File: src/rtl/com_pkg.sv
// Shared constants for the FPGA<->Pico serial link (transmit and receive paths).
package com_pkg;
  localparam int DATA_W    = 16;
  localparam int BIT_CNT_W = $clog2(DATA_W) + 1;

  localparam logic [2:0] ST_IDLE  = 3'd0;
  localparam logic [2:0] ST_SETUP = 3'd1;
  localparam logic [2:0] ST_SHIFT = 3'd2;
  localparam logic [2:0] ST_HOLD  = 3'd3;
  localparam logic [2:0] ST_GAP   = 3'd4;
endpackage

File: src/rtl/com_tx_fifo.sv
// Parametric synchronous first-word-fall-through FIFO: rd_data shows the head word
// whenever empty is low; pop consumes it.
module com_tx_fifo #(
  parameter int WIDTH = 16,
  parameter int DEPTH = 4
) (
  input  logic                     clk,
  input  logic                     reset,
  input  logic                     push,
  input  logic [WIDTH-1:0]         wr_data,
  input  logic                     pop,
  output logic [WIDTH-1:0]         rd_data,
  output logic                     full,
  output logic                     empty,
  output logic [$clog2(DEPTH):0]   level
);
  localparam int PTR_W = $clog2(DEPTH);
  localparam int LVL_W = $clog2(DEPTH) + 1;

  logic [WIDTH-1:0] mem_q [DEPTH];
  logic [PTR_W-1:0] wr_ptr_q, wr_ptr_d, rd_ptr_q, rd_ptr_d;
  logic [LVL_W-1:0] level_q, level_d;
  logic             do_push, do_pop;

  assign full    = (level_q == LVL_W'(DEPTH));
  assign empty   = (level_q == '0);
  assign level   = level_q;
  assign rd_data = mem_q[rd_ptr_q];

  // Pushes while full and pops while empty are dropped; pointers wrap as DEPTH is a power of two.
  always_comb begin
    do_push  = push && !full;
    do_pop   = pop && !empty;
    wr_ptr_d = wr_ptr_q;
    rd_ptr_d = rd_ptr_q;
    level_d  = level_q;
    if (do_push) wr_ptr_d = wr_ptr_q + PTR_W'(1);
    if (do_pop)  rd_ptr_d = rd_ptr_q + PTR_W'(1);
    if (do_push && !do_pop)      level_d = level_q + LVL_W'(1);
    else if (do_pop && !do_push) level_d = level_q - LVL_W'(1);
  end

  always_ff @(posedge clk or posedge reset) begin
    if (reset) begin
      wr_ptr_q <= '0;
      rd_ptr_q <= '0;
      level_q  <= '0;
    end else begin
      wr_ptr_q <= wr_ptr_d;
      rd_ptr_q <= rd_ptr_d;
      level_q  <= level_d;
    end
  end

  always_ff @(posedge clk) begin
    if (do_push) mem_q[wr_ptr_q] <= wr_data;
  end
endmodule

File: src/rtl/com_tx_spi.sv
// FPGA-to-Pico serial transmitter: buffers 16-bit words and shifts them out MSB-first
// on a divided clock, framed by an active-high window.
module com_tx_spi
  import com_pkg::*;
#(
  parameter int CLK_DIV    = 4,
  parameter int FIFO_DEPTH = 4,
  parameter int GAP_CYCLES = 4
) (
  input  logic                          clk_25mhz,
  input  logic                          reset,
  input  logic [DATA_W-1:0]             tx_data,
  input  logic                          tx_valid,
  output logic                          tx_ready,
  output logic [$clog2(FIFO_DEPTH):0]   fifo_level,
  output logic                          com_sclk_out,
  output logic                          com_mosi_out,
  output logic                          com_active_out,
  output logic                          busy,
  output logic                          word_done,
  output logic [2:0]                    dbg_state
);
  // Handshake: a word transfers on every clk_25mhz edge where tx_valid && tx_ready;
  // tx_ready depends only on FIFO fullness, never on tx_valid.
  localparam int CNT_MAX = (CLK_DIV > GAP_CYCLES) ? CLK_DIV : GAP_CYCLES;
  localparam int CNT_W   = $clog2(CNT_MAX);

  logic [2:0]           state_q, state_d;
  logic [CNT_W-1:0]     cnt_q, cnt_d;
  logic [BIT_CNT_W-1:0] bit_cnt_q, bit_cnt_d;
  logic [DATA_W-1:0]    shreg_q, shreg_d;
  logic                 sclk_q, sclk_d, mosi_q, mosi_d, active_q, active_d;
  logic                 word_done_q, word_done_d;
  logic                 fifo_pop, fifo_full, fifo_empty;
  logic                 div_hit, gap_hit, start_word, load_word;
  logic [DATA_W-1:0]    fifo_rd_data;

  com_tx_fifo #(.WIDTH(DATA_W), .DEPTH(FIFO_DEPTH)) u_fifo (
    .clk     (clk_25mhz),
    .reset   (reset),
    .push    (tx_valid),
    .wr_data (tx_data),
    .pop     (fifo_pop),
    .rd_data (fifo_rd_data),
    .full    (fifo_full),
    .empty   (fifo_empty),
    .level   (fifo_level)
  );

  assign div_hit = (cnt_q == CNT_W'(CLK_DIV - 1));
  assign gap_hit = (cnt_q == CNT_W'(GAP_CYCLES - 1));

  always_ff @(posedge clk_25mhz or posedge reset) begin
    if (reset) begin
      state_q     <= ST_IDLE;
      cnt_q       <= '0;
      bit_cnt_q   <= '0;
      shreg_q     <= '0;
      sclk_q      <= 1'b0;
      mosi_q      <= 1'b0;
      active_q    <= 1'b0;
      word_done_q <= 1'b0;
    end else begin
      state_q     <= state_d;
      cnt_q       <= cnt_d;
      bit_cnt_q   <= bit_cnt_d;
      shreg_q     <= shreg_d;
      sclk_q      <= sclk_d;
      mosi_q      <= mosi_d;
      active_q    <= active_d;
      word_done_q <= word_done_d;
    end
  end

  always_comb begin
    state_d     = state_q;
    cnt_d       = cnt_q;
    bit_cnt_d   = bit_cnt_q;
    shreg_d     = shreg_q;
    sclk_d      = sclk_q;
    mosi_d      = mosi_q;
    active_d    = active_q;
    word_done_d = 1'b0;
    start_word  = 1'b0;
    load_word   = 1'b0;
    case (state_q)
      ST_IDLE: begin
        sclk_d   = 1'b0;
        mosi_d   = 1'b0;
        active_d = 1'b0;
        start_word = !fifo_empty;
      end
      ST_SETUP: begin
        if (div_hit) begin
          sclk_d    = 1'b1;
          bit_cnt_d = BIT_CNT_W'(1);
          cnt_d     = '0;
          state_d   = ST_SHIFT;
        end else cnt_d = cnt_q + CNT_W'(1);
      end
      ST_SHIFT: begin
        if (!div_hit) cnt_d = cnt_q + CNT_W'(1);
        else begin
          cnt_d = '0;
          if (!sclk_q) begin
            sclk_d    = 1'b1;
            bit_cnt_d = bit_cnt_q + BIT_CNT_W'(1);
          end else begin
            sclk_d = 1'b0;
            if (bit_cnt_q == BIT_CNT_W'(DATA_W)) begin
              word_done_d = 1'b1;
              if (!fifo_empty) begin
                load_word = 1'b1;
                bit_cnt_d = '0;
              end else begin
                mosi_d  = 1'b0;
                state_d = ST_HOLD;
              end
            end else begin
              shreg_d = {shreg_q[DATA_W-2:0], 1'b0};
              mosi_d  = shreg_q[DATA_W-2];
            end
          end
        end
      end
      ST_HOLD: begin
        if (div_hit) begin
          active_d = 1'b0;
          cnt_d    = '0;
          state_d  = ST_GAP;
        end else cnt_d = cnt_q + CNT_W'(1);
      end
      ST_GAP: begin
        // A waiting word starts straight from the last gap cycle so the low window is exactly GAP_CYCLES.
        if (gap_hit) begin
          cnt_d      = '0;
          state_d    = ST_IDLE;
          start_word = !fifo_empty;
        end else cnt_d = cnt_q + CNT_W'(1);
      end
      default: state_d = ST_IDLE;
    endcase
    if (start_word) begin
      load_word = 1'b1;
      active_d  = 1'b1;
      cnt_d     = '0;
      state_d   = ST_SETUP;
    end
    fifo_pop = load_word;
    if (load_word) begin
      shreg_d = fifo_rd_data;
      mosi_d  = fifo_rd_data[DATA_W-1];
    end
  end

  always_comb begin
    busy           = (state_q != ST_IDLE);
    dbg_state      = state_q;
    tx_ready       = !fifo_full;
    com_sclk_out   = sclk_q;
    com_mosi_out   = mosi_q;
    com_active_out = active_q;
    word_done      = word_done_q;
  end
endmodule

File: config.mk
export PLATFORM = sky130hd
export DESIGN_NAME = com_tx_spi
export DESIGN_NICKNAME = d
export VERILOG_FILES = /design/src/rtl/com_pkg.sv /design/src/rtl/com_tx_fifo.sv /design/src/rtl/com_tx_spi.sv
export SDC_FILE = /design/constraint.sdc
export NUM_CORES = 1
export LEC_CHECK = 0
export ABC_AREA = 1
export CORE_ASPECT_RATIO = 1.25
export CORE_MARGIN = 2
export CORE_UTILIZATION = 31
export CTS_BUF_LIST = sky130_fd_sc_hd__clkbuf_8
export CTS_CLUSTER_SIZE = 14
export DETAILED_ROUTE_END_ITERATION = 8
export SYNTH_ARGS = -nofsm -noshare
export SYNTH_HDL_FRONTEND = slang
export SYNTH_SLANG_ARGS = --single-unit
File: constraint.sdc
create_clock -name clk_25mhz -period 2.3 [get_ports clk_25mhz]
set_input_delay 0.345 -clock clk_25mhz [delete_from_list [all_inputs] [get_ports clk_25mhz]]
set_output_delay 0.345 -clock clk_25mhz [all_outputs]
set_load 0.01 [all_outputs]
# Word-level counts from Yosys, hierarchy flattened
# Memories as Yosys holds them, arrays and structs flattened.
# Cells that the tools add are included.
# word_totals
reg_bits	36
ram_bits	64
word_cells	120
memories	1
# op_classes
addsub	6
n_eq_ne	23
muxes	52
n_reduce_logical	27
# mem_list
name	words	width	read_ports	rd_ports_with_merged_regs	write_ports	line	text
u_fifo.mem_q	4	16	1	0	1	com_tx_fifo.sv:20	logic [WIDTH-1:0] mem_q [DEPTH];
# op_table
cell	n
2-to-1 mux 15 bit	5
2-to-1 mux 3 bit	10
inequality test 3 bit, second input constant	9
2-to-1 mux 5 bit	5
2-to-1 mux 1 bit	23
case mux 3 bit (5 select lines)	1
nonzero test 2 bit	6
nonzero test 3 bit	4
case mux 5 bit (2 select lines)	1
AND reduction 4 bit	2
AND reduction 8 bit	1
adder 2 x 1 -> 2 bit, second input constant	3
== test 3 x 2 -> 1 bit, second input constant	2
== test 3 bit, second input constant	2
zero test 3 bit	2
2-to-1 mux 2 bit	3
inequality test 2 bit, second input constant	3
inequality test 3 x 2 -> 1 bit, second input constant	2
case mux 1 bit (2 select lines)	3
adder 5 x 1 -> 5 bit, second input constant	1
== test 5 bit, second input constant	1
AND reduction 5 bit	1
logical AND 1 bit	4
zero test 1 bit	4
10 further kinds	10

# Depth between registers and ports, before layout
# depth
word_depth	11
ltp_mapped	14
ltp_nobuf	13

# Cells and area by module
# From an unflattened synthesis, not the netlist that was laid out.
# hier_totals
hier_cells	479
area_unflattened_um2	4833.4
# modules_own_cells
module	instances	cells_per_inst	area_each_um2	seq_area_each_um2
com_tx_fifo	1	249	3026.7	2097.0
com_tx_spi	1	230	1806.7	725.7

# Worst setup path before layout
# OpenSTA, ideal clock, no wires.
# synth_timing
path_kind	reg-to-reg
startpoint	register cnt_q[0]
endpoint	register u_fifo.level_q[2] (netlist: u_fifo.level[2])
setup_ns	0.131
arrival_time_ns	2.203
slack_ns	-0.033
path_stages_with_launch	14
period_less_slack_ns	2.333
path_cell_list	dfrtp_1 -> ha_1 -> inv_2 -> nand2_2 -> nand2_2 -> nand2_4 -> nand2_4 -> buf_4 -> ha_1 -> inv_1 -> fa_1 -> a21oi_1 -> o21ai_0 -> xor2_1
# synth_via
elab_chain_len	8
# synth_lines
element	line	text
start: declaration	com_tx_spi.sv:29	logic [CNT_W-1:0] cnt_q, cnt_d;
start signal: assignment	com_tx_spi.sv:65	cnt_q <= cnt_d;
== test 2 bit *	com_tx_spi.sv:50, com_tx_spi.sv:51	
2-to-1 mux 1 bit (on tied branches)	com_tx_spi.sv:135, com_tx_spi.sv:102	
case mux 1 bit (2 select lines) / 2-to-1 mux 1 bit (equally long branches)	com_tx_spi.sv:86	case (state_q)
2-to-1 mux 1 bit *	com_tx_spi.sv:143	if (start_word) begin
logical AND 1 bit *	com_tx_fifo.sv:33	do_pop = pop && !empty;
zero test 1 bit	com_tx_fifo.sv:39	if (do_push && !do_pop) level_d = level_q + LVL_W'(1);
logical AND 1 bit	com_tx_fifo.sv:39	
2-to-1 mux 3 bit / nonzero test 2 bit (equally long branches)	n/a	
end signal: assignment	com_tx_fifo.sv:51	level_q <= level_d;
end: declaration	com_tx_fifo.sv:22	logic [LVL_W-1:0] level_q, level_d;
# Mark *: on every way between the ends. The rest lies on a longest branch, timed or not.
# A chain may end at the register's enable or synchronous reset.

# Worst setup path after layout
# layout_timing
startpoint	register state_q[1] (netlist: dbg_state[1])
endpoint	output busy
# layout_via
elab_chain_len	1
# layout_lines
element	line	text
start: declaration	com_tx_spi.sv:28	logic [2:0] state_q, state_d;
start signal: assignment	com_tx_spi.sv:64	state_q <= state_d;
nonzero test 3 bit	com_tx_spi.sv:157	busy = (state_q != ST_IDLE);
end: declaration	com_tx_spi.sv:19	output logic busy,
# Every way passes these cells.

==> flow_metrics.env <==
export IMPL_outcome="complete, no violations"
export IMPL_timing_setup_tns_ns=0
export IMPL_asyncSetResetFlopFracSynth_pct=36.0
export IMPL_maxSlewViolCount=0
export IMPL_criticalPathCategory="reg -> out"
export IMPL_buffer_levels_on_the_longest_clock_path=2
export IMPL_synthMuxAreaShare_pct=0.236
export IMPL_area_of_the_die_um2=16400
export IMPL_post_synth_instance_area_um2=4770
export IMPL_place_detailed_instances=680
export IMPL_totalPowerFinal_mw=4.01
export IMPL_final_setup_skew_ns=0.0134
export IMPL_worst_slew_pin_transition_ns=0.578
export IMPL_yosys_area_share_simple_pct=22.4
export IMPL_min_path_type="in -> async"
export IMPL_final_hold_worst_slack_ns=0.389
export IMPL_core_um2=15000
export IMPL_cp_launch_type="flop"
export IMPL_grt_pass1_wl_mm=15.1
export IMPL_vdd_ir_drop_max_mv=0.322
export IMPL_pin_count_of_the_biggest_net_entering_global_routing=39
export IMPL_mostFrequentLayoutCells="sky130_fd_sc_hd__nand2_1, sky130_fd_sc_hd__edfxtp_1, sky130_fd_sc_hd__inv_1, sky130_fd_sc_hd__nand3_1, sky130_fd_sc_hd__dfrtp_1"
export IMPL_ant_nets=0
export IMPL_required_ns=1.96
export IMPL_ys_warnings_count=0
export IMPL_netlist_instances=471
export IMPL_floorplan_rows=50
export IMPL_grt_overflow_total=0
export IMPL_synth_cell_type_count=39
export IMPL_route_detailed_wl_per_inst_um=12.6
export IMPL_timing_max_cap_violations=0
export IMPL_finalHoldViolations=0
export IMPL_ys_seq_area_share_pct=59.2
export IMPL_achievable_frequency_ghz=0.467
export IMPL_number_of_buffers_inserted_for_hold_repair_after_clock_tree_synthesis=0
export IMPL_place_worst_setup_slack_ns=0.0561
export IMPL_drt_initial_drc_count=101
export IMPL_via_count_of_the_first_global_routing_pass=3180
export IMPL_die_h_um=143
export IMPL_dominantRegCellSynth="sky130_fd_sc_hd__edfxtp_1"
export IMPL_route_final_wire_length_mm=8.78
export IMPL_drc=0
export IMPL_antenna_cells=0
export IMPL_synth_adder_area_share_pct=2.52
export IMPL_placement_io_buffers=30
export IMPL_yosys_register_bits=100
export IMPL_cts_inserted_buffers=9
export IMPL_detail_route_first_pass_iterations=4
export IMPL_clk_latency_ns=0.37
export IMPL_finalNonFillerCells=697
export IMPL_ioPinCount=31
export IMPL_critical_path_endpoint_type="output port"
export IMPL_cts_sinks=100
export IMPL_dieWidth_um=115
export IMPL_number_of_antenna_violations_at_the_first_check_in_global_routing=0
export IMPL_post_route_cells_drive_above_1_share_pct=14.0
export IMPL_initial_core_util_pct=31.8
export IMPL_place_congestion=0.807
export IMPL_global_route_usage_total_pct=11.6
export IMPL_power_static_leakage_nw=2.29
export IMPL_worst_slew_margin_rel_pct=61.2
export IMPL_synth_compound_area_share_pct=7.37
export IMPL_power_density_nw_per_um2=728
export IMPL_critPathArrivalTime_ns=1.80
export IMPL_combinational_family_with_the_most_area_after_synthesis="simple AND/OR/NAND/NOR gates"
export IMPL_setup_viol=0
export IMPL_layout_min_cycle_time_ns=2.14
export IMPL_cts_htree_levels=3
export IMPL_avgSynthCellArea_um2=10.1
export IMPL_clock_root_buffer="sky130_fd_sc_hd__clkbuf_8"
export IMPL_postSynthNetCount=499
export IMPL_min_period_over_period_pct=93.1
export IMPL_areaGrowthSynthToFinish_pct=15.5
export IMPL_nNetsFinal=538
export IMPL_dpl_hpwl_mm=6.07
export IMPL_synth_edff_count=64
export IMPL_cts_tree="yes"
export IMPL_avgViaCountPerCell=4.61
export IMPL_mostFrequentLayoutCell="sky130_fd_sc_hd__nand2_1"
export IMPL_via_count=3212
export IMPL_clkSlewWorstSetupHoldPaths_ns=0.11
export IMPL_postLayoutSetupSlackWorst_ns=0.160
export IMPL_grt_setup_unrepaired="false"
export IMPL_synth_xor_xnor_area_share_pct=1.10
export IMPL_timing_critical_path_fanout_max=5
[kinds of logic after synthesis]
group / Yosys count
buffers and inverters: 80
adders and majority gates: 9
and+or+nand+nor: 223
xor gates and xnor gates: 6
muxes: 1
AOI/OAI and AO/OA: 52
DFF: 100
[flip-flops by register name, indices dropped and copies added, names as in the netlist]
signal / flops
word_done: 1
cnt_q: 2
u_fifo.wr_ptr_q: 2
com_sclk_out: 1
com_active_out: 1
bit_cnt_q: 5
u_fifo.level: 3
u_fifo.rd_ptr_q: 2
u_fifo.mem_q: 64
dbg_state: 3
shreg_q: 15
com_mosi_out: 1
[cells in the mapped netlist, types with 2 or more instances]
library cell | count | share of area (%)
sky130_fd_sc_hd__nor2_1 | 24 | 1.9
sky130_fd_sc_hd__inv_1 | 55 | 4.3
sky130_fd_sc_hd__nand3_4 | 3 | 1.1
sky130_fd_sc_hd__nand2_2 | 14 | 1.8
sky130_fd_sc_hd__o211ai_1 | 29 | 4.6
sky130_fd_sc_hd__o21ai_0 | 9 | 0.94
sky130_fd_sc_hd__buf_4 | 3 | 0.47
sky130_fd_sc_hd__ha_1 | 8 | 2.1
sky130_fd_sc_hd__nand3_2 | 2 | 0.42
sky130_fd_sc_hd__nand4_1 | 7 | 0.92
sky130_fd_sc_hd__a21oi_1 | 3 | 0.31
sky130_fd_sc_hd__nand3_1 | 42 | 4.4
sky130_fd_sc_hd__inv_2 | 5 | 0.39
sky130_fd_sc_hd__buf_2 | 4 | 0.42
sky130_fd_sc_hd__clkbuf_1 | 6 | 0.47
sky130_fd_sc_hd__edfxtp_1 | 64 | 40
sky130_fd_sc_hd__dfrtp_1 | 36 | 19
sky130_fd_sc_hd__nor2_4 | 2 | 0.47
sky130_fd_sc_hd__nand2_1 | 120 | 9.4
sky130_fd_sc_hd__xor2_1 | 5 | 0.92
sky130_fd_sc_hd__nand2_4 | 4 | 0.94
sky130_fd_sc_hd__o21ai_1 | 7 | 0.73
sky130_fd_sc_hd__buf_6 | 3 | 0.71
[worst max-delay path: stages, from the launching register on]
cell,delay (ns)
sky130_fd_sc_hd__dfrtp_1,0.48
sky130_fd_sc_hd__nor2_4,0.17
sky130_fd_sc_hd__inv_2,0.06
sky130_fd_sc_hd__nor2_1,0.13
sky130_fd_sc_hd__inv_1,0.10
sky130_fd_sc_hd__clkdlybuf4s50_1,0.49
[report_power, final]
part	internal [mW]	switching [mW]
Clock	0.413	0.640
Combinational	0.256	0.407
Sequential	2.21	0.0911
Total	2.88	1.14
[metrics by stage]
step | utilization [%] | area, um2
floorplan | - | 4770
global placement | 35.4 | 5320
detailed placement | 35.4 | 5320
CTS | 36.6 | 5500
global route | 36.7 | 5510
finish | 36.7 | 5510
[layout make-up]
class	count	area, um2
well taps	182	228
repair buffers	46	433
flip-flops and latches	100	2820
fillers	1489	9500
clock buffers	9	124
multi-input cells	291	1610
clock inverters	7	60.1
inverters	62	235
[worst paths after layout]
kind                       depth (start not counted)          from              end  slack (ns)
setup / recovery                                   5  dbg_state[1]             busy        0.16
hold / removal                                     3         reset     com_sclk_out        0.39
setup reg to reg                                  11  bit_cnt_q[0]  u_fifo.level[1]        0.16
hold reg to reg                                    2  com_mosi_out     com_mosi_out        0.49
max in group asynchronous                          3         reset     dbg_state[0]        1.57
min in group clk_25mhz                             2  com_mosi_out     com_mosi_out        0.49
[repair_timing]
action / in CTS / in global routing
resized for setup: 0 / 5
buffers inserted: 0 / 1
setup endpoints to repair: 0 / 3
hold endpoints to repair: 0 / 0
[layer usage]
layer,track usage [%],share of wire (%)
met5,0,0
met4,4.38,1.7
met3,2.50,2.8
met2,20.0,52
met1,14.2,44
No activity file was read; power rests on OpenSTA's default activity.
